[config.mk]
export PLATFORM = sky130hd
export DESIGN_NAME = mux_rr_scheduler
export DESIGN_NICKNAME = d
export VERILOG_FILES = /design/src/rtl/mux_rr_scheduler.sv
export SDC_FILE = /design/constraint.sdc
export NUM_CORES = 1
export LEC_CHECK = 0
export CORE_ASPECT_RATIO = 0.5
export CORE_MARGIN = 1.5
export CORE_UTILIZATION = 32
export CTS_BUF_LIST = sky130_fd_sc_hd__clkbuf_2
export DETAILED_ROUTE_END_ITERATION = 6
export GPL_TIMING_DRIVEN = 1
export PLACE_DENSITY = 0.53
export SETUP_SLACK_MARGIN = 0.15
export SKIP_LAST_GASP = 1
export SLEW_MARGIN = 20
export SYNTH_ARGS = -nofsm -noshare
export SYNTH_HDL_FRONTEND = slang
export SYNTH_SLANG_ARGS = --single-unit
[constraint.sdc]
create_clock -name clk -period 3.05 [get_ports clk]
set_input_delay 0.61 -clock clk [delete_from_list [all_inputs] [get_ports clk]]
set_output_delay 0.61 -clock clk [all_outputs]
set_load 0.02 [all_outputs]
[src/rtl/mux_rr_scheduler.sv]
// Round-robin owner of the shared 8:1 bit-select mux: grants one requester at a
// time, drives the select, and streams I[S] out as a bounded burst of beats.
module mux_rr_scheduler #(
  parameter int BURST_LEN = 4,
  parameter int CNT_W     = 4
) (
  input  logic       clk,
  input  logic       rst_n,
  input  logic       en,
  input  logic [7:0] req,
  input  logic [7:0] I,
  output logic [2:0] S,
  output logic [7:0] gnt,
  output logic       F,
  output logic       f_valid,
  output logic       busy
);

  typedef enum logic {IDLE, GRANT} state_e;

  localparam logic [CNT_W-1:0] LAST_BEAT = CNT_W'(BURST_LEN - 1);

  state_e           state_q;
  logic [2:0]       ptr_q;
  logic [CNT_W-1:0] beat_q;
  logic [2:0]       s_q;
  logic [7:0]       gnt_q;
  logic             f_q;
  logic             f_valid_q;
  logic             busy_q;

  logic [2:0]       winner_d;
  logic             found_d;

  // First requester at or after ptr, scanning upward with 3-bit wrap.
  always_comb begin
    winner_d = ptr_q;
    found_d  = 1'b0;
    for (int k = 0; k < 8; k++) begin
      if (!found_d && req[ptr_q + 3'(k)]) begin
        winner_d = ptr_q + 3'(k);
        found_d  = 1'b1;
      end
    end
  end

  always_ff @(posedge clk or negedge rst_n) begin
    if (!rst_n) begin
      state_q   <= IDLE;
      ptr_q     <= 3'd0;
      beat_q    <= '0;
      s_q       <= 3'd0;
      gnt_q     <= 8'd0;
      f_q       <= 1'b0;
      f_valid_q <= 1'b0;
      busy_q    <= 1'b0;
    end else begin
      case (state_q)
        IDLE: begin
          f_valid_q <= 1'b0;
          if (en && found_d) begin
            s_q     <= winner_d;
            gnt_q   <= 8'd1 << winner_d;
            busy_q  <= 1'b1;
            beat_q  <= '0;
            state_q <= GRANT;
          end
        end
        GRANT: begin
          if (req[s_q]) begin
            f_q       <= I[s_q];
            f_valid_q <= 1'b1;
            beat_q    <= beat_q + 1'b1;
            if (beat_q == LAST_BEAT) begin
              gnt_q   <= 8'd0;
              busy_q  <= 1'b0;
              ptr_q   <= s_q + 3'd1;
              state_q <= IDLE;
            end
          end else begin
            // Owner dropped its request: release without taking a beat.
            f_valid_q <= 1'b0;
            gnt_q     <= 8'd0;
            busy_q    <= 1'b0;
            ptr_q     <= s_q + 3'd1;
            state_q   <= IDLE;
          end
        end
        default: state_q <= IDLE;
      endcase
    end
  end

  assign S       = s_q;
  assign gnt     = gnt_q;
  assign F       = f_q;
  assign f_valid = f_valid_q;
  assign busy    = busy_q;

endmodule

==> impl_metrics.toml, run 1 <==
[synthesis]
ys_seq_area_frac = 0.263
syn_nets = 209
synth_seq_cells = 22
synth_cells = 186
synth_cell_types = 59
async_reset_ff_frac = 1.00
synth_edf_count = 0
avgSynthCellArea_sq_um = 11.2
mappedNetlistArea_sq_um = 2090
synth_ff_type = "dfrtp_1"
ys_warn_count = 0

[sta]
maxSlewHeadroom = 0.628
whs_ps = 507
setup_ws_ps = 122
rsz0062_at_grt = "true"
min_period_ps = 2930
worst_clock_skew_ps = 11.9
worst_slew_pin_slew_ps = 555
finalCritPeriodShare = 0.960
tns_ps = 0
hold_viol_final = 0
drv_slew = 0
fmax_mhz = 342
setup_violations = 0

[status]
status = "completed"

[final_layout]
fin_nets = 281
diodes = 0
syn_to_final_growth_pct = 46.8
drive_gt1_frac = 0.451
fill_cells = 546

[grt]
grt_usage = 0.174
grt_pass1_wl_microns = 9400
overflow = 0
grt_pass1_vias = 1839
antenna_found_initial = 0
grt_max_degree = 23

[clocking]
path_clk_slew_ps = 220
cts.sinks = 22
root_buffer = "clkbuf_2"
cts_buffers = 3
htree_levels = 1
hold_buffers = 0
cts_buffer_depth = 2
insertion_delay_ps = 330
cts_tree = "done"

[setup_path]
worst_path_max_delay_cell = "o21ai_1"
crit_path_frequent_cell = "buf_6"
crit_chain = "clkinv_4, ha_4, buf_6, mux4_2, buf_6, buf_4, a21oi_2, o22ai_1, o21ai_1, o32ai_4, a32o_1"
worst-r2r-setup-slack_ps = 120
start_kind = "flip-flop"
cp_max_fo = 8
cp.required_ps = 3290
cpPeakStageDelay_ps = 470
worstPathArrival_ps = 3170
cp-end-kind = "flip-flop"
r2r_cells = 11
path_class = "flip-flop to flip-flop"

[place]
io_buffers = 32
hpwl_microns = 4160
gp_congestion = 0.784
pre_cts_slack_ps = -344

[die]
row_count = 20
ios = 33
die_area_sq_um = 7050
fp.dieW_microns = 117
fp.dieH_microns = 60.1
core_sq_um = 6180
start_util = 0.338

[job]
maxCapViolations = 0

[routing]
routedWlPerCell_microns = 17.2
drt_pass1_iterations = 4
drt_iter0_markers = 68
vias = 1857
viasPerCell = 5.38
wl_microns = 5940
drc = 0
ant_nets = 0

[hold_path]
whs_path_depth = 2
worstHoldPathType = "flip-flop to flip-flop"
## timing repair
| action | in CTS | in global routing |
|---|---|---|
| pin swaps | 9 | 13 |
| hold endpoints to repair | 0 | 0 |
| endpoints found under the setup margin | 9 | 11 |
| resized for setup | 29 | 34 |
| buffers inserted | 4 | 10 |
| cloned | 1 | 0 |
## cell type report
cell class                      count  area (sq um)  area share
Clock buffer                        3          15.0     0.00489
Clock inverter                      1          3.75     0.00122
Inverter                            6          30.0     0.00979
Multi-Input combinational cell    147          1630       0.531
Sequential cell                    22           553       0.180
Tap cell                           88           110      0.0359
Timing Repair Buffer               78           726       0.237
## cells in the final DEF, fill, tap and decap left out, types with 3 or more instances in the layout
cell type and count:
mux2i_2 6, dlygate4sd2_1 7, nand2_1 19, nand2b_1 3, inv_1 4, o21ai_1 3
and2_1 3, dfrtp_1 20, buf_4 35, mux2_2 3, buf_6 7, clkbuf_2 3
a32o_1 4, o221ai_1 3, xor2_1 3, nor2_1 7, a21boi_1 3, mux2i_4 3
a21oi_1 4, o21ai_0 5, o32ai_4 3, clkdlybuf4s50_1 24, nand3_1 3, mux4_2 18
## metrics by stage
stage | utilization | instances | cell area, sq um
after floorplan | - | 186 | 2130
after global placement | 0.438 | 326 | 2710
after detailed placement | 0.438 | 326 | 2710
after CTS | 0.459 | 335 | 2840
after global routing | 0.496 | 345 | 3070
final | 0.496 | 345 | 3070
## worst max-delay path: cells and delay by family, from the launching register on
family	cells	cell delay, ps
adder cells (fa/ha/maj)	1	360
AO/OA/AOI/OAI	5	1220
multiplexers	1	310
flip-flops	1	450
buffers and inverters	4	480
## logic make-up after synthesis
kind of cell    Yosys count  share of synthesized area
simple gates             55                      0.146
flops                    22                      0.263
buf+inv                  18                     0.0473
mux                      34                      0.287
compound gates           47                      0.207
xor+xnor                  6                     0.0252
fa+ha+maj                 4                     0.0240
## cells in the mapped netlist (2+ instances only)
library cell	number	area share
a21boi_0	2	0.0072
a21oi_1	5	0.012
a32o_1	4	0.019
and2_1	5	0.015
and3b_1	2	0.0084
buf_2	4	0.0096
buf_6	3	0.016
clkbuf_1	3	0.0054
dfrtp_1	22	0.26
ha_1	4	0.024
inv_1	6	0.011
mux2_2	4	0.022
mux2i_1	9	0.043
mux2i_4	2	0.022
mux4_2	17	0.18
nand2_1	21	0.038
nand2b_1	4	0.012
nand3_1	3	0.0072
nor2_1	8	0.014
o211ai_1	2	0.0072
o21ai_0	6	0.014
o21ai_1	4	0.0096
o221ai_1	3	0.013
o31ai_1	4	0.014
xnor2_1	3	0.013
xor2_1	3	0.013
## layer usage
| layer | vias up | part of all wire | GRT usage |
|---|---|---|---|
| met5 | - | 0 | 0 |
| met3 | 2 | 0.020 | 0.0203 |
| li1 | 883 | - | - |
| met4 | 0 | 0.0032 | 0.0258 |
| met1 | 950 | 0.48 | 0.256 |
| met2 | 22 | 0.49 | 0.282 |
## path summary, 6_finish.rpt
check                                        to            startpoint
hold / removal                    F$_DFFE_PN0P_         F$_DFFE_PN0P_
setup reg to reg             gnt[5]$_DFFE_PN0P_  ptr_q[0]$_DFFE_PN0P_
setup / recovery             gnt[5]$_DFFE_PN0P_  ptr_q[0]$_DFFE_PN0P_
min in group asynchronous      busy$_DFFE_PN0P_                 rst_n
hold reg to reg                   F$_DFFE_PN0P_         F$_DFFE_PN0P_
max in group asynchronous  ptr_q[1]$_DFFE_PN0P_                 rst_n
## sequential cells by signal, indices dropped and copies added (netlist names)
register  cells
gnt           8
beat_q        4
S             3
ptr_q         3
F             1
busy          1
f_valid       1
state_q       1
Power of run 1 is not shown: default switching activity piles up to over one toggle a cycle in this logic, so the estimate is an artifact.
==> run 2, diff against run 1 <==
--- a/config.mk
+++ b/config.mk
@@ -10,8 +10,9 @@
 export CORE_UTILIZATION = 32
 export CTS_BUF_LIST = sky130_fd_sc_hd__clkbuf_2
 export DETAILED_ROUTE_END_ITERATION = 6
+export DONT_BUFFER_PORTS = 1
 export GPL_TIMING_DRIVEN = 1
-export PLACE_DENSITY = 0.53
+export PLACE_DENSITY = 0.46
 export SETUP_SLACK_MARGIN = 0.15
 export SKIP_LAST_GASP = 1
 export SLEW_MARGIN = 20
==> run 2 against run 1 <==
Via count shrank 16%; maximum frequency grew 1.0%; sequential cell count is the same; clock skew grew 12 ps; hold slack lost 310 ps; critical path depth shrank 1; highest routed layer unchanged.
==> impl_metrics.toml, run 2 (synthesis results as in run 1) <==
[die]
core_sq_um = 6180
ios = 33
die_area_sq_um = 7050
start_util = 0.338
row_count = 20
fp.dieH_microns = 60.1
fp.dieW_microns = 117

[place]
hpwl_microns = 3740
io_buffers = 0
dp.cells = 271
gp_congestion = 0.826

[setup_path]
crit_buf_inv = 2
worst-r2r-setup-slack_ps = 150
r2r-end = "gnt[5]$_DFFE_PN0P_"
start_kind = "flip-flop"
cp_max_fo = 6
reg2reg_from = "ptr_q[1]$_DFFE_PN0P_"
path_class = "flip-flop to flip-flop"
path_delay_family = "simple AND/OR/NAND/NOR gates"
cp.required_ps = 3270
worst_path_max_delay_cell = "mux4_2"
crit_chain = "inv_4, ha_4, buf_6, mux4_2, mux2i_4, and2_4, a2111oi_4, or3_4, and3b_1, a32o_1"
cpPeakStageDelay_ps = 540
worstPathArrival_ps = 3120
r2r_cells = 10
cp-end-kind = "flip-flop"

[routing]
vias = 1556
drt_iter0_markers = 63
drc = 0
routedWlPerCell_microns = 17.0
ant_nets = 0
viasPerCell = 5.48
drt_pass1_iterations = 4
wl_microns = 4820

[grt]
grt_usage = 0.147
overflow = 0
grt_max_degree = 23
antenna_found_initial = 0
grt_pass1_wl_microns = 7940
grt_pass1_vias = 1493

[clocking]
cts_buffers = 3
cts.sinks = 22
insertion_delay_ps = 320
htree_levels = 1
path_clk_slew_ps = 210
cts_buffer_depth = 2
cts_tree = "done"
root_buffer = "clkbuf_2"

[hold_path]
worstHoldPathType = "input pin to asynchronous set/reset pin"

[sta]
worst_clock_skew_ps = 23.5
drv_slew = 0
rsz0062_at_grt = "true"
tns_ps = 0
min_period_ps = 2900
finalCritPeriodShare = 0.950
hold_viol_final = 0
worst_slew_pin_slew_ps = 489
setup_violations = 0
fmax_mhz = 345
maxSlewHeadroom = 0.674

[final_layout]
fin_nets = 220
diodes = 0
drive_gt1_frac = 0.352
final_core_util = 0.383
mostFrequentLayoutCells = "21 x dfrtp_1, 20 x nand2_1, 18 x mux4_2"
largest_register_ffs = 8
layout_commonest_cell = "dfrtp_1"
syn_to_final_growth_pct = 13.4
instances_no_fill = 284

[status]
status = "completed"

[job]
maxCapViolations = 0
-- run 2: worst max-delay path by stage --
stage	to	slack, ps	start	cells past startpoint
floorplan	gnt[5]$_DFFE_PN0P_	110	ptr_q[0]$_DFFE_PN0P_	12
global placement	gnt[5]$_DFFE_PN0P_	160	ptr_q[0]$_DFFE_PN0P_	8
detailed placement	S[2]$_DFFE_PN0P_	140	ptr_q[0]$_DFFE_PN0P_	10
CTS	S[2]$_DFFE_PN0P_	160	ptr_q[0]$_DFFE_PN0P_	7
global route	gnt[7]$_DFFE_PN0P_	60	ptr_q[1]$_DFFE_PN0P_	10
finish	gnt[5]$_DFFE_PN0P_	150	ptr_q[1]$_DFFE_PN0P_	10
-- run 2: layout make-up --
cell class	instances	area (sq um)
Fill cell	609	3810
Timing Repair Buffer	18	176
Clock inverter	1	3.75
Multi-Input combinational cell	146	1480
Tap cell	88	110
Clock buffer	3	15.0
Inverter	6	30.0
Sequential cell	22	552
-- run 2: routing by layer --
| layer | GRT usage | wire, microns |
|---|---|---|
| met4 | 0.0310 | 34 |
| met1 | 0.212 | 2320 |
| met2 | 0.243 | 2320 |
| met5 | 0 | 0 |
| met3 | 0.0122 | 149 |
-- run 2: through the flow --
stage	setup slack (ps)	hold slack [ps]	instance area, sq um
3_5_place_dp	136	315	2230
4_1_cts	158	528	2290
2_1_floorplan	111	314	2130
6_report	152	202	2370
5_1_grt	60.1	201	2370
3_3_place_gp	163	315	2230
-- run 2: worst register-to-register path: cells and delay by family (launching register included) --
family	cells	cell delay, ps
multiplexers	2	730
adder cells (fa/ha/maj)	1	320
buffers and inverters	2	190
AO/OA/AOI/OAI	2	320
flip-flops	1	470
AND/OR/NAND/NOR	3	770
-- run 2: timing repair --
action,in CTS,in global routing
pin swaps,2,1
hold buffers,1,0
endpoints found under the hold margin,22,0
endpoints found under the setup margin,9,9
buffers inserted,2,6
gates resized for setup,6,11
Power of run 2 is left out for the same reason.
